$ cat config.mk
export PLATFORM = sky130hd
export DESIGN_NAME = neuron_mac_seq
export DESIGN_NICKNAME = d
export VERILOG_FILES = /design/src/rtl/neuron_mac_seq.sv
export SDC_FILE = /design/constraint.sdc
export NUM_CORES = 2
export LEC_CHECK = 0
export CAP_MARGIN = 10
export CORE_MARGIN = 10
export CORE_UTILIZATION = 37
export CTS_CLUSTER_SIZE = 14
export DETAILED_ROUTE_END_ITERATION = 12
export PLACE_DENSITY = 0.65
export SYNTH_ARGS = -nofsm -noshare
export SYNTH_HDL_FRONTEND = slang
export SYNTH_SLANG_ARGS = --single-unit
export TNS_END_PERCENT = 20
$ cat constraint.sdc
create_clock -name clk -period 30.4 [get_ports clk]
set_input_delay 9.12 -clock clk [delete_from_list [all_inputs] [get_ports clk]]
set_output_delay 9.12 -clock clk [all_outputs]
set_load 0.01 [all_outputs]
$ cat src/rtl/neuron_mac_seq.sv
// Sequential fixed-point neuron: one MAC per cycle over N_IN inputs, bias preload, ReLU output.
// Optional output saturation is enabled by defining NEURON_MAC_SAT_EN (default build wraps).
module neuron_mac_seq #(
    parameter int N_IN = 15,
    parameter int DW   = 16,
    parameter int FRAC = 8
) (
    input  logic                        clk,
    input  logic                        reset,
    input  logic                        in_valid,
    output logic                        in_ready,
    input  logic [N_IN*DW-1:0]          in_data,
    input  logic                        w_we,
    input  logic [$clog2(N_IN+1)-1:0]   w_addr,
    input  logic [DW-1:0]               w_data,
    output logic                        out_valid,
    input  logic                        out_ready,
    output logic [DW-1:0]               out_data
);
    localparam int IW = $clog2(N_IN + 1);
    localparam int AW = 2 * DW + IW;
    localparam logic signed [AW-1:0] MAXV = {{(AW-DW+1){1'b0}}, {(DW-1){1'b1}}};

    typedef enum logic [1:0] {IDLE, MAC, OUT} state_t;

    state_t                state_q, state_d;
    logic [DW-1:0]         x_q [N_IN];
    logic [DW-1:0]         w_q [N_IN+1];
    logic signed [AW-1:0]  acc_q;
    logic [IW-1:0]         idx_q;
    logic [DW-1:0]         out_q;

    logic                  wr_ok;
    logic [DW-1:0]         bias_eff;
    logic signed [AW-1:0]  bias_ext;
    logic [DW-1:0]         x_sel, w_sel;
    logic signed [2*DW-1:0] prod;
    logic signed [AW-1:0]  prod_ext;
    logic signed [AW-1:0]  shifted, relu;
    logic [DW-1:0]         res;

    always_ff @(posedge clk or posedge reset) begin
        if (reset) state_q <= IDLE;
        else       state_q <= state_d;
    end

    always_comb begin
        state_d = state_q;
        case (state_q)
            IDLE:    if (in_valid) state_d = MAC;
            MAC:     if (idx_q == IW'(N_IN)) state_d = OUT;
            OUT:     if (out_ready) state_d = IDLE;
            default: state_d = IDLE;
        endcase
    end

    assign in_ready  = (state_q == IDLE);
    assign out_valid = (state_q == OUT);
    assign out_data  = out_q;

    // A bias written on the accepting edge must already seed this vector's accumulator.
    assign wr_ok    = (state_q == IDLE) && w_we && (w_addr <= IW'(N_IN));
    assign bias_eff = (wr_ok && (w_addr == IW'(N_IN))) ? w_data : w_q[N_IN];
    assign bias_ext = {{(AW-DW){bias_eff[DW-1]}}, bias_eff} <<< FRAC;

    always_comb begin
        x_sel = '0;
        w_sel = '0;
        for (int i = 0; i < N_IN; i++) begin
            if (idx_q == IW'(i)) begin
                x_sel = x_q[i];
                w_sel = w_q[i];
            end
        end
    end

    assign prod     = $signed(x_sel) * $signed(w_sel);
    assign prod_ext = {{IW{prod[2*DW-1]}}, prod};
    assign shifted  = acc_q >>> FRAC;
    assign relu     = shifted[AW-1] ? '0 : shifted;

`ifdef NEURON_MAC_SAT_EN
    assign res = (relu > MAXV) ? DW'(MAXV) : DW'(relu);
`else
    assign res = DW'(relu);
`endif

    always_ff @(posedge clk or posedge reset) begin
        if (reset) begin
            for (int i = 0; i < N_IN; i++) x_q[i] <= '0;
            for (int i = 0; i <= N_IN; i++) w_q[i] <= '0;
            acc_q <= '0;
            idx_q <= '0;
            out_q <= '0;
        end else begin
            if (wr_ok) w_q[w_addr] <= w_data;
            case (state_q)
                IDLE: if (in_valid) begin
                    for (int i = 0; i < N_IN; i++) x_q[i] <= in_data[i*DW +: DW];
                    acc_q <= bias_ext;
                    idx_q <= '0;
                end
                // idx runs one past the last term; that extra edge registers the result.
                MAC: if (idx_q != IW'(N_IN)) begin
                    acc_q <= acc_q + prod_ext;
                    idx_q <= idx_q + 1'b1;
                end else begin
                    out_q <= res;
                end
                default: ;
            endcase
        end
    end
endmodule

==> flow_summary.json <==
{
  "grt_max_degree": 96,
  "design.core.area_um2": 96420,
  "via_per_inst": 5.388,
  "die_y_um": 331.5,
  "dr.pass1.iters": 5,
  "synth_common_cells": "dfrtp_1, mux2_2, inv_1",
  "cts_setup_buffers": 0,
  "ys_warn_count": 0,
  "drc": 0,
  "drive_above_1_share_pct": 20.26,
  "synth_area_leader_cell": "dfrtp_1",
  "cts_buffers": 57,
  "fin_skew_ps": 51.69,
  "gr-total-overflow": 0,
  "status": "completed",
  "endpoint_kind": "register",
  "ys_top_cells_by_area": "dfrtp_1, fa_1, mux2_2",
  "cts_sinks": 554,
  "setup_viol": 0,
  "insertion_delay_ps": 670,
  "synth-seq-cells": 554,
  "rows": 114,
  "crit_path_frequent_cell": "buf_4",
  "rsz0062_at_grt": "no",
  "syn_to_final_growth_pct": 17.67,
  "postRouteWirelength_um": 108500,
  "hold_buffers": 0,
  "antenna_left": 0,
  "grt_pass1_vias": 26983,
  "io_pins": 283,
  "syn_nets": 3887,
  "die_w_um": 331.5,
  "drv_cap": 0,
  "required_ps": 30910,
  "synth.most_common_cell": "dfrtp_1",
  "crit_chain": "clkdlybuf4s50_1, and2_4, buf_4, buf_4, mux2_2",
  "dp_hpwl_um": 81340,
  "multi_input_area_um2": 19990,
  "critPathLaunchType": "primary input",
  "synth_edf_count": 0,
  "synthCells": 3197,
  "synth-seq-area-share_pct": 38.62,
  "cp_top_family": "buffers and inverters",
  "hp-class": "reg -> reg",
  "synth_top_area_share_pct": 38.62,
  "maxSlewViolCount": 0,
  "h-tree-depth": 2,
  "wl_per_cell_um": 22.81,
  "grt_pass1_wl_um": 166800,
  "crit_buf_inv": 3,
  "ys_types": 67,
  "regArea_um2": 13860,
  "clk_pin_slew_ps": 60,
  "place.gp.congestion": 0.9413,
  "syn-cell-area_um2": 35900,
  "ys.flop_type": "dfrtp_1",
  "worst_ep_arrival_time_ps": 12190,
  "initial_core_util_pct": 37.23,
  "cts_tree": "done",
  "dr_total_vias": 25624,
  "crit_slowest_cell": "buf_4",
  "antenna_found_initial": 10,
  "cp_max_fo": 75,
  "fmax_mhz": 85.67,
  "die_area_um2": 109900,
  "critPathKind": "in -> reg",
  "fin_tns_setup_ps": 0,
  "relSlewSlack_pct": 17.10,
  "syn_avg_cell_area_um2": 11.23,
  "async_reset_ff_share_pct": 100.0,
  "period_minus_slack_ps": 11670,
  "io_buffers": 282,
  "fillers": 9102,
  "clock_path_buffers": 3,
  "cts-root-buf": "clkbuf_16",
  "post-route-period-util_pct": 38.40,
  "track_usage_pct": 19.53,
  "worst_slew_pin_slew_ps": 1240,
  "slowest_delay_ps": 870,
  "drtIter0Drc": 2017,
  "final_nets": 4119,
  "hold_viol": 0,
  "cts_resized": 0
}
sequential cells by signal (all words and copies together), names as in the netlist:
name / cells
acc_q: 36
idx_q: 4
out_data: 16
state_q: 2
w_q: 256
x_q: 240
cell type report:
type | instances | area share, %
sequential | 554 | 32.82
antenna | 5 | 0.02962
clock buffer | 87 | 4.046
multi-input combinational | 2073 | 47.33
clock inverter | 18 | 0.5746
tap | 1276 | 3.779
timing repair buffer | 353 | 7.943
inverter | 390 | 3.483
final timing paths:
check | start | end | slack (ps) | depth (start not counted)
worst max-delay path | in_valid | x_q[53]$_DFFE_PP0P_ | 18730 | 5
worst min-delay path | out_data[15]$_DFFE_PP0P_ | out_data[15]$_DFFE_PP0P_ | 480 | 2
worst max register to register | idx_q[2]$_DFFE_PP0P_ | acc_q[35]$_DFFE_PP0P_ | 19430 | 31
worst min register to register | out_data[15]$_DFFE_PP0P_ | out_data[15]$_DFFE_PP0P_ | 480 | 2
max in group asynchronous | reset | w_q[27]$_DFFE_PP0P_ | 19190 | 4
min in group asynchronous | reset | x_q[2]$_DFFE_PP0P_ | 8980 | 2
worst register-to-register path: cells and delay by family, from the launching register on:
family                   cells  cell delay (ps)
AO/OA/AOI/OAI                8             2480
AND/OR/NAND/NOR              8             3230
buffers and inverters        7              830
XOR/XNOR                     1              150
adder cells (fa/ha/maj)      7             3400
flip-flops                   1              720
stage by stage:
stage,std cells,utilization [%],worst slack [ps],hold slack [ps],area (µm²)
4_1_cts,4751,43.80,18720,493.9,42230
2_1_floorplan,3197,-,5789,467.0,35900
3_5_place_dp,4646,41.78,18130,479.3,40280
5_1_grt,4756,43.81,18630,506.3,42250
3_3_place_gp,4646,41.78,18160,469.3,40280
6_report,4756,43.81,18730,484.4,42250
metal layers:
layer / routed length [µm] / global-route usage, %
met2: 53850 / 33.14
met3: 8043 / 4.805
met4: 2965 / 5.374
met5: 34 / 0
met1: 43590 / 24.50
placed cells by master, fill, tap and decap left out, types with 17 or more instances in the layout:
master and count:
a221o_1 31, nand2b_1 29, a31oi_1 21, inv_1 389, ha_1 110, a221oi_1 89, clkbuf_16 57, nand2_1 222
dfrtp_1 554, mux2_2 496, clkbuf_8 17, o211ai_1 29, o21ai_0 85, nand3_1 18, fa_1 315, a21oi_1 71
buf_4 71, xnor2_1 25, o22ai_1 39, clkdlybuf4s50_1 282, nor2_1 229, nor3_1 36
cells by family (layout without fill, tap and decap cells):
kind of cell             Yosys count  in the layout  synth area share, %
XOR/XNOR                          33             33               0.8051
AO/OA/AOI/OAI                    489            489                9.769
buffers and inverters            570            848                6.061
other                              0              5                    0
flip-flops                       554            554                38.62
AND/OR/NAND/NOR                  628            628                7.737
multiplexers                     498            498                15.61
adder cells (fa/ha/maj)          425            425                21.40
Power is left out: the tool's default activity adds up to more than one toggle a clock period on the data nets, which glitch-free logic cannot reach.
